[src/rtl/ewrapper_txo_framer.sv]
// Transmit link framer: buffers 104-bit emesh packets and emits each as two 72-bit
// beats (8 data lanes + frame lane) for the DDR serializer, gated by remote link wait.
module ewrapper_txo_framer #(
    parameter int unsigned DEPTH = 4
) (
    input  logic         CLK_DIV_IN,
    input  logic         RESET,
    input  logic         EMESH_ACCESS_IN,
    input  logic [103:0] EMESH_PACKET_IN,
    output logic         EMESH_WAIT_OUT,
    input  logic         LINK_WAIT_IN,
    output logic [71:0]  DATA_OUT_FROM_DEVICE,
    output logic         OVERFLOW_OUT,
    output logic [15:0]  PKT_COUNT_OUT
);
    localparam int unsigned AW = (DEPTH > 1) ? $clog2(DEPTH) : 1;
    localparam int unsigned CW = AW + 1;

    typedef enum logic [1:0] {StIdle, StB0, StB1} state_t;

    logic [103:0]  r_mem [DEPTH];
    logic [AW-1:0] r_wr_ptr;
    logic [AW-1:0] r_rd_ptr;
    logic [CW-1:0] r_count;
    state_t        r_state;
    state_t        w_state_nxt;
    logic [71:0]   r_data;
    logic [71:0]   r_b1;
    logic [71:0]   w_data_nxt;
    logic [71:0]   w_b0;
    logic [71:0]   w_b1;
    logic [103:0]  w_head;
    logic          w_full;
    logic          w_empty;
    logic          w_push;
    logic          w_pop;
    logic          w_cnt_inc;
    logic          r_overflow;
    logic [15:0]   r_pkt_count;

    assign w_full  = (r_count == CW'(DEPTH));
    assign w_empty = (r_count == '0);
    assign w_push  = EMESH_ACCESS_IN & ~w_full;
    assign w_head  = r_mem[r_rd_ptr];

    // Lane 0 is the LSB byte; frame lane 7F then FF marks the packet start for the receiver.
    assign w_b0 = {8'h7F, w_head[63:40], w_head[95:64], w_head[103:96]};
    assign w_b1 = {8'hFF, 24'h0, w_head[31:0], w_head[39:32]};

    always_comb begin
        w_state_nxt = r_state;
        w_data_nxt  = '0;
        w_pop       = 1'b0;
        w_cnt_inc   = 1'b0;
        unique case (r_state)
            StIdle: begin
                if (!w_empty && !LINK_WAIT_IN) begin
                    w_pop       = 1'b1;
                    w_state_nxt = StB0;
                    w_data_nxt  = w_b0;
                end
            end
            StB0: begin
                w_state_nxt = StB1;
                w_data_nxt  = r_b1;
            end
            StB1: begin
                w_cnt_inc = 1'b1;
                if (!w_empty && !LINK_WAIT_IN) begin
                    w_pop       = 1'b1;
                    w_state_nxt = StB0;
                    w_data_nxt  = w_b0;
                end else begin
                    w_state_nxt = StIdle;
                end
            end
            default: w_state_nxt = StIdle;
        endcase
    end

    always_ff @(posedge CLK_DIV_IN) begin
        if (w_push) begin
            r_mem[r_wr_ptr] <= EMESH_PACKET_IN;
        end
    end

    always_ff @(posedge CLK_DIV_IN) begin
        if (RESET) begin
            r_state     <= StIdle;
            r_data      <= '0;
            r_b1        <= '0;
            r_wr_ptr    <= '0;
            r_rd_ptr    <= '0;
            r_count     <= '0;
            r_overflow  <= 1'b0;
            r_pkt_count <= '0;
        end else begin
            r_state <= w_state_nxt;
            r_data  <= w_data_nxt;
            if (w_pop) begin
                r_b1     <= w_b1;
                r_rd_ptr <= r_rd_ptr + AW'(1);
            end
            if (w_push) begin
                r_wr_ptr <= r_wr_ptr + AW'(1);
            end
            if (w_push && !w_pop) begin
                r_count <= r_count + CW'(1);
            end else if (!w_push && w_pop) begin
                r_count <= r_count - CW'(1);
            end
            if (EMESH_ACCESS_IN && w_full) begin
                r_overflow <= 1'b1;
            end
            if (w_cnt_inc) begin
                r_pkt_count <= r_pkt_count + 16'd1;
            end
        end
    end

    assign EMESH_WAIT_OUT       = w_full;
    assign DATA_OUT_FROM_DEVICE = r_data;
    assign OVERFLOW_OUT         = r_overflow;
    assign PKT_COUNT_OUT        = r_pkt_count;

endmodule
[config.mk]
export PLATFORM = sky130hd
export DESIGN_NAME = ewrapper_txo_framer
export DESIGN_NICKNAME = d
export VERILOG_FILES = /design/src/rtl/ewrapper_txo_framer.sv
export SDC_FILE = /design/constraint.sdc
export NUM_CORES = 1
export LEC_CHECK = 0
export CELL_PAD_IN_SITES_DETAIL_PLACEMENT = 0
export CELL_PAD_IN_SITES_GLOBAL_PLACEMENT = 1
export CORE_ASPECT_RATIO = 0.8
export CORE_MARGIN = 3
export CORE_UTILIZATION = 40
export CTS_BUF_LIST = sky130_fd_sc_hd__clkbuf_16
export CTS_CLUSTER_SIZE = 14
export DETAILED_ROUTE_END_ITERATION = 8
export PLACE_DENSITY = 0.73
export SLEW_MARGIN = 40
export SYNTH_ARGS = -nofsm -noshare
export SYNTH_HDL_FRONTEND = slang
export SYNTH_SLANG_ARGS = --single-unit
[constraint.sdc]
create_clock -name CLK_DIV_IN -period 6.1 [get_ports CLK_DIV_IN]
set_clock_uncertainty 0.1 [all_clocks]
set_input_delay 1.83 -clock CLK_DIV_IN [delete_from_list [all_inputs] [get_ports CLK_DIV_IN]]
set_output_delay 1.83 -clock CLK_DIV_IN [all_outputs]
set_load 0.02 [all_outputs]
==> summary.md, run 1 <==
| Metric | Value |
|---|---|
| Top post-synthesis cells by area | `edfxtp_1, dfxtp_1, mux4_2` |
| Sequential area share after synthesis | `0.770` |
| Cts hold-fix bufs | `0` |
| Crit share post-route | `0.653` |
| Postcts setup bufs | `0` |
| Actual slew at the worst max-slew pin | `0.773 ns` |
| Initial antenna violation count | `3` |
| Vias in the first global route | `10.2k` |
| Most frequent cells after synthesis | `edfxtp_1, dfxtp_1, mux4_2` |
| Worst slew margin | `0.485` |
| Final GP Congestion | `0.735` |
| Std-Cell Rows | `72` |
| Worst setup startpoint | `r_count[0]` |
| CP Class | `flip-flop to output pin` |
| DR top layer | `met4` |
| Pin count of the biggest net entering global routing | `83` |
| Die width | `254 um` |
| WP data required | `4.17 ns` |
| IO Pins | `198` |
| Async S/R FF share, synth | `0` |
| GRT Total Usage | `0.162` |
| Top_reg_cell synth | `edfxtp_1` |
| Synthesis warning total | `0` |
| Die Span Y | `205 um` |
| Routed Antenna Nets | `0` |
| Share of post-route cells with drive strength above 1 | `0.162` |
| Root buffer cell | `clkbuf_16` |
| Synthesis-to-layout area growth | `21.7%` |
| Outcome | `finished, final reports clean` |
| Worst-path fanout max | `4` |
| Clk slew on worst S/H paths | `0.06 ns` |
| First-pass iteration count of the detailed router | `5` |
| Cell area power density | `407 mW/mm^2` |
| Drt drc | `0` |
| Final WL | `41600 um` |
| Critical path startpoint category | `flip-flop` |
| DR iter-0 viols | `707` |
| CTS tree | `built` |
| Type of the tightest min-delay check | `flip-flop to flip-flop` |
| Post-synth EDFFs | `416` |
| Distinct cells, synth | `40` |
| Seq cells post-synth | `551` |
| Port bufs | `197` |
| Die footprint | `0.0520 mm^2` |
| Tmin final | `3.98 ns` |
| Start of the worst register-to-register path | `r_count[0]` |
| Initial core utilization | `0.406` |
| H-tree Lvls | `2` |
| Internal reg-to-reg setup slack | `3.37 ns` |
| CTS Buf Count | `54` |
| Slew Viols, Final | `0` |
| Syn_area_per_cell | `18.7 um^2` |
| Fin util | `0.494` |
| Setup tns final | `0 ns` |
| CTS resizes | `0` |
| WL met3 | `2140 um` |
| Critical Path Sink | `EMESH_WAIT_OUT` |
| WL/cell | `21.5 um` |
| Via-per-instance ratio | `5.10` |
| Crit path arrival time | `2.05 ns` |
| Netlist Area Pre-Place | `0.0197 mm^2` |
| Final net count | `1374` |
| RR Endpoint | `r_mem[1][27]` |
| Crit end category | `output pin` |
| Mapped Cells | `1053` |
| Yosys top cell by area | `edfxtp_1` |
| # setup viols final | `0` |
| Hold Fails Final Rpt | `0` |
| Worst-Skew Late Latency | `0.60 ns` |
| Global route overflow | `0` |
| Unrepaired setup endpoints after global routing | `no` |
| Core area | `0.0486 mm^2` |
| Worst reg2reg path depth | `4` |
| Wire length on met2 | `19500 um` |
| Clk sink count | `551` |
| First-pass GRT wire length | `63300 um` |
| Leakage Power | `0.00775 uW` |
| Max Cap Violations | `0` |
| WL met1 | `19300 um` |
| Syn_nets | `1168` |
| Clock buffer depth | `3` |
| Post-DP HPWL | `24300 um` |
| Worst VDD drop | `0.233 mV` |
| Fmax | `251 MHz` |
| Count leader, synth | `edfxtp_1` |
| Top cell type's share of synthesized area | `0.633` |
| DR vias | `9873` |
routing by layer:
layer	global-route usage	up-vias
met5	0	-
met4	0.0448	0
met3	0.0354	56
met2	0.250	247
met1	0.234	5079
li1	-	4491
worst min path at each step:
stage             start       end  cells after the start
3_5_place_dp    r_b1[5]   r_b1[5]                      2
4_1_cts         r_b1[5]   r_b1[5]                      2
3_3_place_gp   r_b1[64]  r_b1[64]                      2
6_report        r_b1[5]   r_b1[5]                      2
2_1_floorplan  r_b1[64]  r_b1[64]                      2
5_1_grt        r_b1[37]  r_b1[37]                      2
sequential cells by signal, indices dropped and copies added, names as in the netlist, named ones only:
signal	flops
r_mem	416
DATA_OUT_FROM_DEVICE	66
r_b1	41
PKT_COUNT_OUT	16
r_count	3
r_rd_ptr	2
r_state	2
r_wr_ptr	2
OVERFLOW_OUT	1
power by group:
| group | leakage [uW] | switching [uW] | internal (uW) |
|---|---|---|---|
| Combinational | 0.00197 | 977 | 934 |
| Sequential | 0.00491 | 239 | 4560 |
| Clock | 0.000868 | 1370 | 1690 |
layout make-up:
cell class	instances	area, um^2
fill	3908	24500
sequential	551	15200
multi-input combinational	432	4160
timing repair buffer	213	2180
clock buffer	54	1350
tap	629	787
clock inverter	48	287
inverter	7	26.3
antenna	3	7.51
per-stage QoR:
step	total power, uW	cell area [um^2]	hold slack, ns	cells	setup WS [ns]
floorplan	6200	19700	0.332	1053	0.911
global placement	6790	22300	0.341	1830	1.56
detailed placement	6830	22400	0.347	1832	1.54
CTS	9900	24000	0.356	1934	2.08
global route	10200	24000	0.374	1935	2.03
finish	9770	24000	0.354	1937	2.12
critical path: stages, from the launching register on:
cell	delay, ns
dfxtp_1	0.36
nor3b_1	0.42
clkdlybuf4s50_1	0.69
cell families after synthesis:
group,Yosys count,synth area share
DFF,551,0.770
and+or+nand+nor,211,0.0482
muxes,108,0.121
AOI/OAI and AO/OA,90,0.0286
buffers and inverters,70,0.0200
xor gates and xnor gates,16,0.00711
adders and majority gates,7,0.00482
placed cells by master, fill, tap and decap left out, types with 2 or more instances in the layout:
| cell | Yosys | routed |
|---|---|---|
| clkinv_2 | 0 | 12 |
| nor2b_1 | 5 | 4 |
| dfxtp_1 | 135 | 133 |
| ha_1 | 6 | 6 |
| a21oi_1 | 45 | 45 |
| nor2_1 | 68 | 68 |
| clkinv_1 | 0 | 10 |
| bufinv_16 | 0 | 2 |
| xor2_1 | 5 | 5 |
| mux2i_1 | 3 | 3 |
| buf_4 | 10 | 8 |
| inv_1 | 6 | 23 |
| nand4_1 | 4 | 4 |
| clkdlybuf4s50_1 | 0 | 196 |
| mux4_2 | 104 | 104 |
| diode_2 | 0 | 3 |
| nor3_1 | 5 | 5 |
| nand2_1 | 82 | 82 |
| a22oi_1 | 40 | 40 |
| edfxtp_1 | 416 | 416 |
| buf_6 | 4 | 2 |
| nor4_1 | 3 | 3 |
| clkinvlp_4 | 0 | 3 |
| clkbuf_16 | 0 | 54 |
| and2_4 | 0 | 4 |
| nand3_1 | 3 | 3 |
| dfxtp_4 | 0 | 2 |
| a31o_2 | 3 | 3 |
| nand2b_1 | 2 | 2 |
| and2_1 | 29 | 25 |
| inv_6 | 0 | 3 |
| xnor2_1 | 11 | 11 |
| buf_12 | 0 | 7 |
Note: power is estimated with default switching activity, not from simulation.
==> run 2, diff against run 1 <==
Clock period 6.1 ns to 3.8 ns, I/O delays scaled along.
==> run 2 against run 1 <==
Non-clock buffer count grew 7. Die area did not move. Worst hold slack gained 0.0015 ns. Clock power is 58% higher. Register-to-register slack got worse by 1.9 ns. Power increased by 60%. Cell count grew 0.15%. Clock-buffer cell count fell by 1. Critical path depth did not move. Wire length is 3.7% lower. Critical path type unchanged. Highest routed layer is now met5.
==> summary.md, run 2 (synthesis results as in run 1) <==
| Metric | Value |
|---|---|
| Tmin final | `3.23 ns` |
| Die width | `254 um (unchanged)` |
| Std-Cell Rows | `72 (unchanged)` |
| Final net count | `1380 (+0.44%)` |
| Most frequent cells in the layout | `edfxtp_1, clkdlybuf4s50_1, dfxtp_1` |
| Clock buffer depth | `3 (unchanged)` |
| Initial antenna violation count | `2 (-1)` |
| First-pass GRT wire length | `61400 um (-3.1%)` |
| Worst-path fanout max | `4 (unchanged)` |
| Worst VDD drop | `0.377 mV (+62%)` |
| Type of the tightest min-delay check | `flip-flop to flip-flop` |
| Die Span Y | `205 um (unchanged)` |
| CTS Buf Count | `53 (-1.9%)` |
| Cell area power density | `650 mW/mm^2 (+60%)` |
| Share of post-route cells with drive strength above 1 | `0.166 (+0.00396)` |
| # setup viols final | `0 (unchanged)` |
| Final WL | `40100 um (-3.7%)` |
| IO Pins | `198 (unchanged)` |
| Clk sink count | `551 (unchanged)` |
| Pre-CTS WS | `0.529 ns (-1.01 ns)` |
| Leakage Power | `0.00779 uW (+0.54%)` |
| CP bufs+invs | `1 (unchanged)` |
| Final GP Congestion | `0.737 (+0.16%)` |
| Postcts setup bufs | `0 (unchanged)` |
| Root buffer cell | `clkbuf_16` |
| DR iter-0 viols | `587 (-17%)` |
| GRT Total Usage | `0.157 (-0.00524)` |
| Vias in the first global route | `10.4k (+2.1%)` |
| Routed Antenna Nets | `0 (unchanged)` |
| Actual slew at the worst max-slew pin | `0.616 ns (-0.158 ns)` |
| Filler cells | `3986 (+2.0%)` |
| H-tree Lvls | `2 (unchanged)` |
| Via-per-instance ratio | `5.12 (+0.53%)` |
| Drt drc | `0 (unchanged)` |
| Global route overflow | `0 (unchanged)` |
| Slowest CP cell | `clkdlybuf4s50_1` |
| Max reg flops | `416 (unchanged)` |
| Core area | `0.0486 mm^2 (unchanged)` |
| Initial core utilization | `0.406 (unchanged)` |
| WP data required | `2.56 ns (-1.61 ns)` |
| Fin util | `0.497 (+0.00224)` |
| Clk slew on worst S/H paths | `0.06 ns (about the same)` |
| Die footprint | `0.0520 mm^2 (unchanged)` |
| Slew Viols, Final | `0 (unchanged)` |
| First-pass iteration count of the detailed router | `5 (unchanged)` |
| CP max stage delay | `0.68 ns (about the same)` |
| Most common cell after layout, fill and taps aside | `edfxtp_1` |
| Final setup margin | `0.565 ns (-1.55 ns)` |
| CP top delay family | `buffers and inverters` |
| Crit end category | `output pin` |
| Outcome | `finished, final reports clean` |
| Port bufs | `197 (unchanged)` |
| Max Cap Violations | `0 (unchanged)` |
| CTS resizes | `0 (unchanged)` |
| Pin count of the biggest net entering global routing | `83 (unchanged)` |
| CTS tree | `built` |
| Synthesis-to-layout area growth | `22.3%` |
| Hold Fails Final Rpt | `0 (unchanged)` |
| Critical path startpoint category | `flip-flop` |
| WL/cell | `20.7 um (-3.8%)` |
| Fmax | `309 MHz` |
| Worst-Skew Late Latency | `0.59 ns (about the same)` |
| Post-DP HPWL | `23400 um (-3.6%)` |
| Worst slew margin | `0.590 (+0.105)` |
| CP Class | `flip-flop to output pin` |
| Cts hold-fix bufs | `0 (unchanged)` |
| Crit path arrival time | `1.99 ns (-0.06 ns)` |
| DR vias | `9941 (+0.69%)` |
| Crit share post-route | `0.851` |
| Setup tns final | `0 ns (unchanged)` |
| Unrepaired setup endpoints after global routing | `no` |
| CP Cell Sequence | `nor3b_1, clkdlybuf4s50_1` |
| Most flops, register | `r_mem` |
==> run 2: path summary, 6_finish.rpt <==
path	to	start	cells past startpoint	slack [ns]
setup / recovery	EMESH_WAIT_OUT	r_count[2]	2	0.57
hold / removal	r_b1[31]	r_b1[31]	2	0.36
setup reg to reg	r_count[2]	r_count[0]	9	1.51
hold reg to reg	r_b1[31]	r_b1[31]	2	0.36
==> run 2: final cells by class <==
type,instances,area [um^2],area share
flip-flops and latches,551,15200,0.630
multi-input cells,432,4160,0.172
repair buffers,220,2330,0.0966
clock buffers,53,1330,0.0550
well taps,629,787,0.0326
clock inverters,47,287,0.0119
inverters,7,26.3,0.00109
diodes,1,2.50,0.000104
==> run 2: power breakdown <==
| part | total (uW) | leakage (uW) | internal, uW | switching [uW] |
|---|---|---|---|---|
| Clock | 4850 | 0.000849 | 2680 | 2180 |
| Sequential | 7630 | 0.00491 | 7310 | 323 |
| Combinational | 3190 | 0.00203 | 1570 | 1620 |
| Total | 15700 | 0.00779 | 11600 | 4110 |
==> run 2: metal layers <==
layer / wire [um] / vias to the layer above / track usage
li1: - / 4503 / -
met1: 18100 / 5129 / 0.214
met2: 19000 / 246 / 0.252
met3: 2150 / 59 / 0.0357
met4: 815 / 4 / 0.0487
met5: 23 / - / 0
==> run 2: tightest hold or removal path, cell delays in order (launching register included) <==
cell and delay [ns]:
dfxtp_1 0.31, nand2_1 0.05, a21oi_1 0.05
==> run 2: per-stage QoR <==
stage	std cells	hold WS [ns]	power, uW	area [um^2]
finish	1940	0.356	15700	24100
global route	1939	0.366	16500	24100
global placement	1839	0.342	11000	22500
CTS	1939	0.355	15900	24100
detailed placement	1839	0.347	11000	22500
floorplan	1053	0.332	9920	19700
==> run 3, diff against run 2 <==
Settings changed: CORE_ASPECT_RATIO 0.8 to not set.
==> run 3 against run 2 <==
Sequential share of layout area fell by 0.47 points. Sequential cell count did not move. Global-route usage barely moved. Fmax rose by 1.0%. Setup slack improved by 0.032 ns. Critical path depth did not move. Cell count rose by 1.9%. Power rose by 1.2%. Combinational power barely moved. Critical path type unchanged. Largest cell class unchanged. Highest routed layer unchanged.
==> summary.md, run 3 (synthesis results as in run 1) <==
| Metric | Value |
|---|---|
| Port bufs | `197 (unchanged)` |
| Std-Cell Rows | `80 (+11%)` |
| Final WL | `40700 um (+1.5%)` |
| Root buffer cell | `clkbuf_16` |
| Die width | `228 um (-10%)` |
| Synthesis-to-layout area growth | `23.2%` |
| Core area | `0.0482 mm^2 (-0.64%)` |
| CP Class | `flip-flop to output pin` |
| Setup tns final | `0 ns (unchanged)` |
| CTS resizes | `0 (unchanged)` |
| Max reg flops | `416 (unchanged)` |
| H-tree Lvls | `2 (unchanged)` |
| Switching share of power | `0.260 (-0.00279)` |
| Clk slew on worst S/H paths | `0.06 ns (about the same)` |
| Vias in the first global route | `10.5k (+1.1%)` |
| Pin count of the biggest net entering global routing | `83 (unchanged)` |
| Clk sink count | `551 (unchanged)` |
| Clock buffer depth | `3 (unchanged)` |
| Drt drc | `0 (unchanged)` |
| Switching power | `4120 uW (+0.13%)` |
| Global route overflow | `0 (unchanged)` |
| Pre-CTS WS | `0.520 ns (-0.00929 ns)` |
| Hold path start | `r_b1[14]` |
| Postcts setup bufs | `0 (unchanged)` |
| Share of post-route cells with drive strength above 1 | `0.168 (+0.00127)` |
| Cell area power density | `653 mW/mm^2 (+0.45%)` |
| Cts hold-fix bufs | `0 (unchanged)` |
| Outcome | `finished, final reports clean` |
| Post-DP HPWL | `24000 um (+2.4%)` |
| GRT Total Usage | `0.157 (about the same)` |
| Final Power | `15900 uW (+1.2%)` |
| Final net count | `1388 (+0.58%)` |
| Crit path arrival time | `1.96 ns (-0.03 ns)` |
| First-pass GRT wire length | `63100 um (+2.7%)` |
| Internal reg-to-reg setup slack | `1.51 ns (about the same)` |
| Start of the worst register-to-register path | `r_count[0]` |
| Combinational share of power | `0.199 (-0.005)` |
| WL/cell | `20.6 um (-0.35%)` |
| DR vias | `9904 (-0.37%)` |
| Pint | `11700 uW (+1.6%)` |
| Most common cell after layout, fill and taps aside | `edfxtp_1` |
| First-pass iteration count of the detailed router | `5 (unchanged)` |
| Share of power burned in registers | `0.485 (-0.002)` |
| IO Pins | `198 (unchanged)` |
| Fmax | `312 MHz (+1.0%)` |
| Crit end category | `output pin` |
| Final setup margin | `0.597 ns (+0.0323 ns)` |
| Placed insts | `1871 (+1.7%)` |
| Clock power share | `0.316 (+0.006)` |
| Most flops, register | `r_mem` |
| Worst setup startpoint | `r_count[2]` |
| CTS tree | `built` |
| Worst-Skew Late Latency | `0.59 ns (about the same)` |
| Initial core utilization | `0.409 (+0.00261)` |
| Filler cells | `4038 (+1.3%)` |
| Actual slew at the worst max-slew pin | `0.779 ns (+0.163 ns)` |
| Routed Antenna Nets | `0 (unchanged)` |
| Worst slew margin | `0.481 (-0.109)` |
| Crit share post-route | `0.843 (-0.00850)` |
| Worst-path fanout max | `4 (unchanged)` |
| Die Span Y | `228 um (+11%)` |
| # setup viols final | `0 (unchanged)` |
| CTS Buf Count | `56 (+5.7%)` |
| Tmin final | `3.20 ns (-0.0323 ns)` |
| Hold Fails Final Rpt | `0 (unchanged)` |
| Die footprint | `0.0520 mm^2 (about the same)` |
| Unrepaired setup endpoints after global routing | `no` |
| Slew Viols, Final | `0 (unchanged)` |
| WP data required | `2.56 ns (about the same)` |
| Most frequent cells in the layout | `edfxtp_1, clkdlybuf4s50_1, dfxtp_1` |
| Fin cells | `1977 (+1.9%)` |
| Final GP Congestion | `0.724 (-1.7%)` |
| Via-per-instance ratio | `5.01 (-2.2%)` |
| Max Cap Violations | `0 (unchanged)` |
| Critical path startpoint category | `flip-flop` |
| Type of the tightest min-delay check | `flip-flop to flip-flop` |
| DR iter-0 viols | `527 (-10%)` |
| Worst VDD drop | `0.349 mV (-7.5%)` |
| Leakage Power | `0.00786 uW (+0.94%)` |
| Initial antenna violation count | `5 (+3)` |
-- run 3: cell types whose count changed in the layout (fill, tap and decap cells not counted), moves of 2 or more --
cell        previous run  this run
clkinv_2              13         8
clkbuf_16             53        57
inv_1                 19        23
buf_4                  9        12
clkinv_8               2         0
clkinvlp_4             0         2
diode_2                1         3
-- run 3: area by class of cell --
class / instances / area, um^2 / area share
diodes: 3 / 7.51 / 0.000309
flip-flops and latches: 551 / 15200 / 0.626
clock buffers: 57 / 1430 / 0.0587
inverters: 7 / 26.3 / 0.00108
well taps: 656 / 821 / 0.0338
multi-input cells: 432 / 4160 / 0.171
repair buffers: 225 / 2400 / 0.0988
clock inverters: 46 / 258 / 0.0106
-- run 3: worst max-delay path, stage by stage (launching register included) --
cell             delay [ns]
dfxtp_1                0.36
nor3b_1                0.33
clkdlybuf4s50_1        0.68
-- run 3: worst paths after layout --
kind / to / cells after the start
worst min-delay path: r_b1[14] / 2
worst max-delay path: EMESH_WAIT_OUT / 2
worst max register to register: r_count[2] / 9
worst min register to register: r_b1[14] / 2
-- run 3: metal layers --
layer | routed length, um | global-route usage
met4 | 728 | 0.0440
met5 | 41 | 0
met3 | 2070 | 0.0357
met1 | 17900 | 0.209
met2 | 20000 | 0.260
-- run 3: power by group through the flow --
stage | Clock, uW | Combinational (uW) | Sequential (uW)
final | 5010 | 3160 | 7690
after global routing | 5400 | 3430 | 7780
after CTS | 5150 | 3240 | 7710
after detailed placement | 0 | 3230 | 7830
after global placement | 0 | 3190 | 7800
after floorplan | 0 | 2130 | 7790
-- run 3: stage by stage --
| step | cell area [um^2] | utilization | hold slack [ns] |
|---|---|---|---|
| floorplan | 19700 | - | 0.332 |
| global placement | 22600 | 0.468 | 0.343 |
| detailed placement | 22600 | 0.469 | 0.350 |
| CTS | 24300 | 0.503 | 0.359 |
| global route | 24300 | 0.503 | 0.377 |
| finish | 24300 | 0.504 | 0.356 |
